**src/rtl/pe32_5.sv**
```systemverilog
// pe32_5: registered 32-to-5 priority encoder (highest set bit wins) with valid flag.
// Optional registered one-hot of the winning bit when PE32_5_ONEHOT_EN is defined.
module pe32_5 (
    input  logic        clock,
    input  logic        clear,
    input  logic [31:0] Data,
    output logic [4:0]  Code,
    output logic        Valid
`ifdef PE32_5_ONEHOT_EN
    ,
    output logic [31:0] OneHot
`endif
);

    localparam int unsigned DATA_W  = 32;
    localparam int unsigned CODE_W  = 5;
    localparam int unsigned GRP_W   = 8;
    localparam int unsigned N_GRP   = DATA_W / GRP_W;
    localparam int unsigned GCODE_W = 3;

    // Highest-set-bit index within one 8-bit group; 0 when the group is empty.
    function automatic logic [GCODE_W-1:0] enc8(input logic [GRP_W-1:0] v);
        logic [GCODE_W-1:0] r;
        r = '0;
        for (int i = 0; i < int'(GRP_W); i++) begin
            if (v[i]) r = GCODE_W'(i);
        end
        return r;
    endfunction

    logic [N_GRP-1:0]   grp_any;
    logic [GCODE_W-1:0] grp_code [N_GRP];
    logic [CODE_W-1:0]  code_d, code_q;
    logic               valid_d, valid_q;

    // First level: per-group any/index.
    always_comb begin
        for (int g = 0; g < int'(N_GRP); g++) begin
            grp_any[g]  = |Data[g*GRP_W +: GRP_W];
            grp_code[g] = enc8(Data[g*GRP_W +: GRP_W]);
        end
    end

    // Second level: the highest non-empty group supplies the upper code bits.
    always_comb begin
        code_d  = '0;
        valid_d = |grp_any;
        if (grp_any[3])      code_d = {2'd3, grp_code[3]};
        else if (grp_any[2]) code_d = {2'd2, grp_code[2]};
        else if (grp_any[1]) code_d = {2'd1, grp_code[1]};
        else if (grp_any[0]) code_d = {2'd0, grp_code[0]};
    end

    always_ff @(posedge clock) begin
        if (!clear) begin
            code_q  <= '0;
            valid_q <= 1'b0;
        end else begin
            code_q  <= code_d;
            valid_q <= valid_d;
        end
    end

    assign Code  = code_q;
    assign Valid = valid_q;

`ifdef PE32_5_ONEHOT_EN
    logic [DATA_W-1:0] onehot_d, onehot_q;

    always_comb begin
        onehot_d = '0;
        if (valid_d) onehot_d = DATA_W'(1) << code_d;
    end

    always_ff @(posedge clock) begin
        if (!clear) onehot_q <= '0;
        else        onehot_q <= onehot_d;
    end

    assign OneHot = onehot_q;
`endif

endmodule

```
**config.mk**
```make
export PLATFORM = sky130hd
export DESIGN_NAME = pe32_5
export DESIGN_NICKNAME = d
export VERILOG_FILES = /design/src/rtl/pe32_5.sv
export SDC_FILE = /design/constraint.sdc
export NUM_CORES = 1
export LEC_CHECK = 0
export CELL_PAD_IN_SITES_DETAIL_PLACEMENT = 1
export CELL_PAD_IN_SITES_GLOBAL_PLACEMENT = 1
export CORE_MARGIN = 5
export CORE_UTILIZATION = 20
export CTS_BUF_LIST = sky130_fd_sc_hd__clkbuf_8
export CTS_CLUSTER_DIAMETER = 120
export DETAILED_ROUTE_END_ITERATION = 10
export GPL_TIMING_DRIVEN = 0
export PLACE_DENSITY = 0.91
export SYNTH_ARGS = -nofsm -noshare
export SYNTH_HDL_FRONTEND = slang
export SYNTH_SLANG_ARGS = --single-unit
```
**constraint.sdc**
```tcl
create_clock -name clock -period 2.6 [get_ports clock]
set_input_delay 0.65 -clock clock [delete_from_list [all_inputs] [get_ports clock]]
set_output_delay 0.65 -clock clock [all_outputs]
set_load 0.02 [all_outputs]
```
==> results of run 1 <==
## kinds of logic (layout without fill, tap and decap cells)
family | count (synthesis) | count (layout) | synth area share
compound gates | 23 | 23 | 0.345
buf+inv | 6 | 48 | 0.0493
simple gates | 29 | 29 | 0.342
flops | 6 | 6 | 0.263
## final timing paths
check | start | endpoint | slack (ns) | cells past startpoint
setup / recovery | Data[13] | Code[0] | 0.13 | 6
hold / removal | Data[0] | Valid | 1.17 | 3
## flip-flops by register name (all words and copies together) (netlist names)
register / count
Code: 5
Valid: 1
## critical path, cell delays in order
cell and delay (ns):
clkdlybuf4s50_1 0.45, or4_4 0.59, o211ai_2 0.18, a21oi_1 0.06, o311a_1 0.33, a311o_1 0.32
## routing by layer
layer	vias to the layer above	part of all wire	global-route usage
met2	24	0.54	0.208
met4	0	0	0.0397
met3	0	0.078	0.0334
met1	310	0.39	0.107
met5	-	0	0
li1	330	-	-
## placed cells by master (no fill, tap or decap), types with 2 or more instances in the layout
master	synthesis	routed
clkdlybuf4s50_1	0	39
nor2_1	12	12
a21oi_1	10	10
dfxtp_1	6	6
inv_1	6	6
nor3_1	5	5
nor4_1	4	4
o31ai_1	3	3
clkbuf_8	0	3
or4_4	2	2
nor2b_1	3	2
o21ai_0	2	2
## synth_stat cells
cell,instances
nor2_1,12
a21oi_1,10
dfxtp_1,6
inv_1,6
nor3_1,5
nor4_1,4
nor2b_1,3
o31ai_1,3
o21ai_0,2
or4_4,2
a2111oi_0,1
a21o_1,1
a311o_1,1
a31oi_1,1
a41oi_1,1
nand3_1,1
nand3b_1,1
o211ai_2,1
o221a_2,1
o311a_1,1
or4_1,1
## cell type report
type                    count  share of cell area
clock buffers               3              0.0446
inverters                   6              0.0243
multi-input cells          52               0.342
flip-flops and latches      6               0.130
well taps                  28              0.0378
repair buffers             39               0.422
## power breakdown
| part | leakage (nW) | total [W] | switching [W] | internal [W] |
|---|---|---|---|---|
| clock | 0.0216 | 0.000132 | 0.0000334 | 0.0000988 |
| combinational | 0.276 | 0.000108 | 0.0000420 | 0.0000656 |
| sequential | 0.0506 | 0.0000998 | 0.00000135 | 0.0000984 |
## what timing repair did
item / CTS / global route
gates resized for setup: 0 / 1
buffers inserted: 0 / 0
hold endpoints to repair: 0 / 0
endpoints found under the setup margin: 0 / 1
## metrics by stage
step / util / std cells / worst slack (ns) / hold WS (ns) / total power (W)
after global placement: 0.403 / 131 / -0.0897 / 1.36 / 0.000205
after detailed placement: 0.403 / 131 / -0.144 / 1.37 / 0.000208
after global routing: 0.423 / 134 / 0.0390 / 1.18 / 0.000361
final: 0.423 / 134 / 0.127 / 1.17 / 0.000340
after floorplan: - / 64 / 0.442 / 0.803 / 0.000131
after CTS: 0.421 / 134 / 0.0798 / 1.16 / 0.000344
==> impl_metrics.csv, run 1 <==
group,metric,value,unit
clock_network,cts_tree,"done",
layout,syn_to_final_growth,103,%
die,die_h,57.8,um
placement,dpl-instance-area,882,sq um
clock_network,cts.sinks,6,
global_routing,antenna_found_initial,0,
clock_network,htree_levels,1,
layout,multi_input_area,317,sq um
clock_network,hold_buffers,0,
synth,synth_nets,98,
worst_setup_path,cp.arrival,2.57,ns
synth,synth_area,457,sq um
die,core-area,2190,sq um
layout,finalInstanceArea,926,sq um
synth,synth-seq-cells,6,
route,drt-total-wl,1800,um
placement,place_congestion,0.886,
sta,setup-violations-final,0,
die,die_area,3340,sq um
die,rows,17,
worst_setup_path,worstPathMaxFanout,4,
worst_setup_path,end_kind,"flop",
run,drv_cap,0,
synth,syn_inst,64,
die,io_pins,40,
global_routing,grt_max_degree,7,
synth,synthTopCellsByArea,"dfxtp_1 (26%), a21oi_1 (11%), nor2_1 (9.9%), nor3_1 (5.5%), nor4_1 (5.5%)",
layout,seqCellArea,120,sq um
route,vias,664,
synth,ys_warn_count,0,
global_routing,overflow,0,
global_routing,grt_usage,0.108,
sta,setup_tns,0,ns
sta,maxSlewViolCount,0,
synth,yosys.area.top_type_share,0.263,
route,wl_per_cell,13.4,um
power_and_ir_drop,p_leak,0.348,nW
status,status,"completed",
synth,ys_types,21,
layout,n_fill_cell,285,
die,initial_core_util,0.208,
placement,place.port_buffers,39,
worst_setup_path,startpoint_type,"input pin",
worst_setup_path,setup.worst_path.class,"in2reg",
power_and_ir_drop,vdd_ir_drop_max,0.183,mV
layout,final_nets,142,
die,die_w,57.8,um
global_routing,grt_pass1_vias,697,
synth,synth.avg_cell_area,7.14,sq um
clock_network,cts_buffer_depth,2,
clock_network,cts_buffers,3,
sta,period_share,0.951,
sta,slew-limit-headroom,0.552,
sta,fmax,404,MHz
min_path,min_path_type,"in2reg",
synth,yosysTopAreaCell,"dfxtp_1",
route,first_pass_iters,2,
layout,diodes,0,
worst_setup_path,required,2.70,ns
sta,worst_pin_slew,0.666,ns
sta,fin_crit,2.47,ns
route,ant_nets,0,
placement,dp_hpwl,1590,um
clock_network,cts-root-buf,"clkbuf_8",
global_routing,grt_pass1_wl,2860,um
layout,drive_gt1_frac,0.0755,
route,dr.first_iter.drc_count,3,
synth,ys_seq_area_frac,0.263,
sta,rsz0062_at_grt,"false",
route,viasPerCell,4.96,
power_and_ir_drop,pwr_density_cell,367,nW/um^2
route,route.detailed.drc,0,
clock_network,clkTransAtPathRegs,0.03,ns
sta,hold_viol,0,
No activity file was read; power rests on OpenSTA's default activity.
==> inputs of run 2 (changes only) <==
==> constraint.sdc (replaced) <==
create_clock -name clock -period 2.3 [get_ports clock]
set_input_delay 0.575 -clock clock [delete_from_list [all_inputs] [get_ports clock]]
set_output_delay 0.575 -clock clock [all_outputs]
set_load 0.02 [all_outputs]
==> impl_metrics.csv, run 2 (same netlist as run 1, synthesis figures left out) <==
group,metric,value,unit
route,dr.first_iter.drc_count,6,
placement,place_congestion,0.886,
clock_network,cts-root-buf,"clkbuf_8",
placement,place.port_buffers,39,
power_and_ir_drop,pwr-share-seq,0.287,
layout,n_fill_cell,272,
route,vias,701,
route,wl_per_cell,15.0,um
min_path,hold_depth,5,
worst_setup_path,worstPathMaxFanout,3,
route,drt-total-wl,2130,um
layout,drive_gt1_frac,0.184,
layout,final_nets,150,
die,initial_core_util,0.208,
global_routing,grt_pass1_wl,3280,um
clock_network,htree_levels,1,
power_and_ir_drop,p_int,0.000298,W
clock_network,hold_buffers,0,
global_routing,grt_max_degree,7,
min_path,timing.hold.worst.start,"Data[8]",
worst_setup_path,setup.worst_path.class,"in2reg",
layout,final_common_cell,"clkdlybuf4s50_1",
min_path,min_to,"Valid",
clock_network,clkTransAtPathRegs,0.03,ns
power_and_ir_drop,pwr_density_cell,378,nW/um^2
die,die_w,57.8,um
sta,hold_viol,0,
worst_setup_path,startpoint_type,"input pin",
clock_network,cts_buffer_depth,2,
power_and_ir_drop,vdd_ir_drop_max,0.221,mV
clock_network,cts.sinks,6,
global_routing,top_usage_layer,"met2",
layout,diodes,0,
global_routing,grt_usage,0.126,
power_and_ir_drop,clockPowerShare,0.386,
sta,worst_pin_slew,0.514,ns
sta,slew-limit-headroom,0.654,
power_and_ir_drop,p_sw,0.0000947,W
global_routing,antenna_found_initial,0,
sta,maxSlewViolCount,0,
global_routing,met2_usage,0.245,
worst_setup_path,end_kind,"flop",
sta,whs,0.991,ns
die,rows,17,
global_routing,grt_use_met1,0.123,
global_routing,overflow,0,
layout,final_cell_mix,"clkdlybuf4s50_1 (33), nor2_1 (12), a21oi_1 (9)",
die,die_area,3340,sq um
sta,setup-violations-final,0,
worst_setup_path,required,2.36,ns
run,drv_cap,0,
power_and_ir_drop,p_leak,0.413,nW
clock_network,cts_buffers,3,
sta,fmax,444,MHz
layout,syn_to_final_growth,127,%
route,viasPerCell,4.94,
worst_setup_path,cp.arrival,2.32,ns
status,status,"completed",
power_and_ir_drop,pwr-share-comb,0.326,
power_and_ir_drop,switching_share,0.241,
die,die_h,57.8,um
die,io_pins,40,
placement,dp_hpwl,1590,um
power_and_ir_drop,power.total,0.000392,W
route,first_pass_iters,2,
min_path,min_path_type,"in2reg",
clock_network,cts_tree,"done",
die,core-area,2190,sq um
route,route.detailed.drc,0,
route,ant_nets,0,
sta,period_share,0.980,
global_routing,grt_pass1_vias,769,
global_routing,grtUsageMet3,0.0334,
sta,fin_crit,2.25,ns
layout,largest_reg_flops,5,
==> run 2: changes by cell type in the layout (fill, tap and decap cells not counted), sizes merged <==
cell,delta
dlygate4sd2,+3
clkdlybuf4s50,-6
dlymetal6s2s,+3
buf,+8
==> run 2: worst max path at each step <==
stage                         end  slack [ns]      from  cells past startpoint
after floorplan           Code[0]        0.22   Data[9]                      5
after global placement    Code[0]       -0.31  Data[13]                      6
after detailed placement    Valid       -0.37  Data[25]                      6
after CTS                 Code[0]       0.009   Data[8]                      6
after global routing        Valid       -0.02  Data[25]                      6
final                       Valid        0.05  Data[29]                      6
==> run 2: power by group through the flow <==
stage	Sequential [W]	Clock, W	Combinational (W)
floorplan	0.000123	0	0.0000254
global placement	0.000114	0	0.000118
detailed placement	0.000114	0	0.000121
CTS	0.000113	0.000154	0.000123
global route	0.000113	0.000164	0.000137
finish	0.000113	0.000152	0.000128
==> run 2: layout make-up <==
class	instances	area (sq um)	share of cell area
timing repair buffer	47	454	0.438
multi-input combinational	52	364	0.351
sequential	6	120	0.116
clock buffer	3	41.3	0.0398
tap	28	35.0	0.0338
inverter	6	22.5	0.0217
==> run 2: timing repair <==
action / 4_1_cts / 5_1_grt
resized for setup: 6 / 9
setup buffers: 6 / 2
cloned: 0 / 0
endpoints found under the setup margin: 4 / 5
pin swaps: 3 / 5
==> run 2: worst max-delay path: stages <==
cell and delay [ns]:
clkdlybuf4s50_1 0.44, nor4_1 0.46, nor2b_4 0.26, nand3_1 0.15
nor3_2 0.27, a41oi_1 0.16
==> run 2: layer usage <==
metal | share of wire | wire (um)
met3 | 0.068 | 144
met1 | 0.38 | 807
met2 | 0.55 | 1180
met4 | 0 | 0
met5 | 0 | 0
==> run 2: through the flow <==
step	setup slack [ns]	std cells	instance area, sq um	TNS [ns]	utilization
6_report	0.0456	142	1040	0	0.473
3_5_place_dp	-0.369	131	882	-1.10	0.403
4_1_cts	0.00860	140	978	0	0.447
5_1_grt	-0.0249	142	1040	-0.0249	0.473
3_3_place_gp	-0.315	131	882	-0.905	0.403
2_1_floorplan	0.217	64	457	0	-
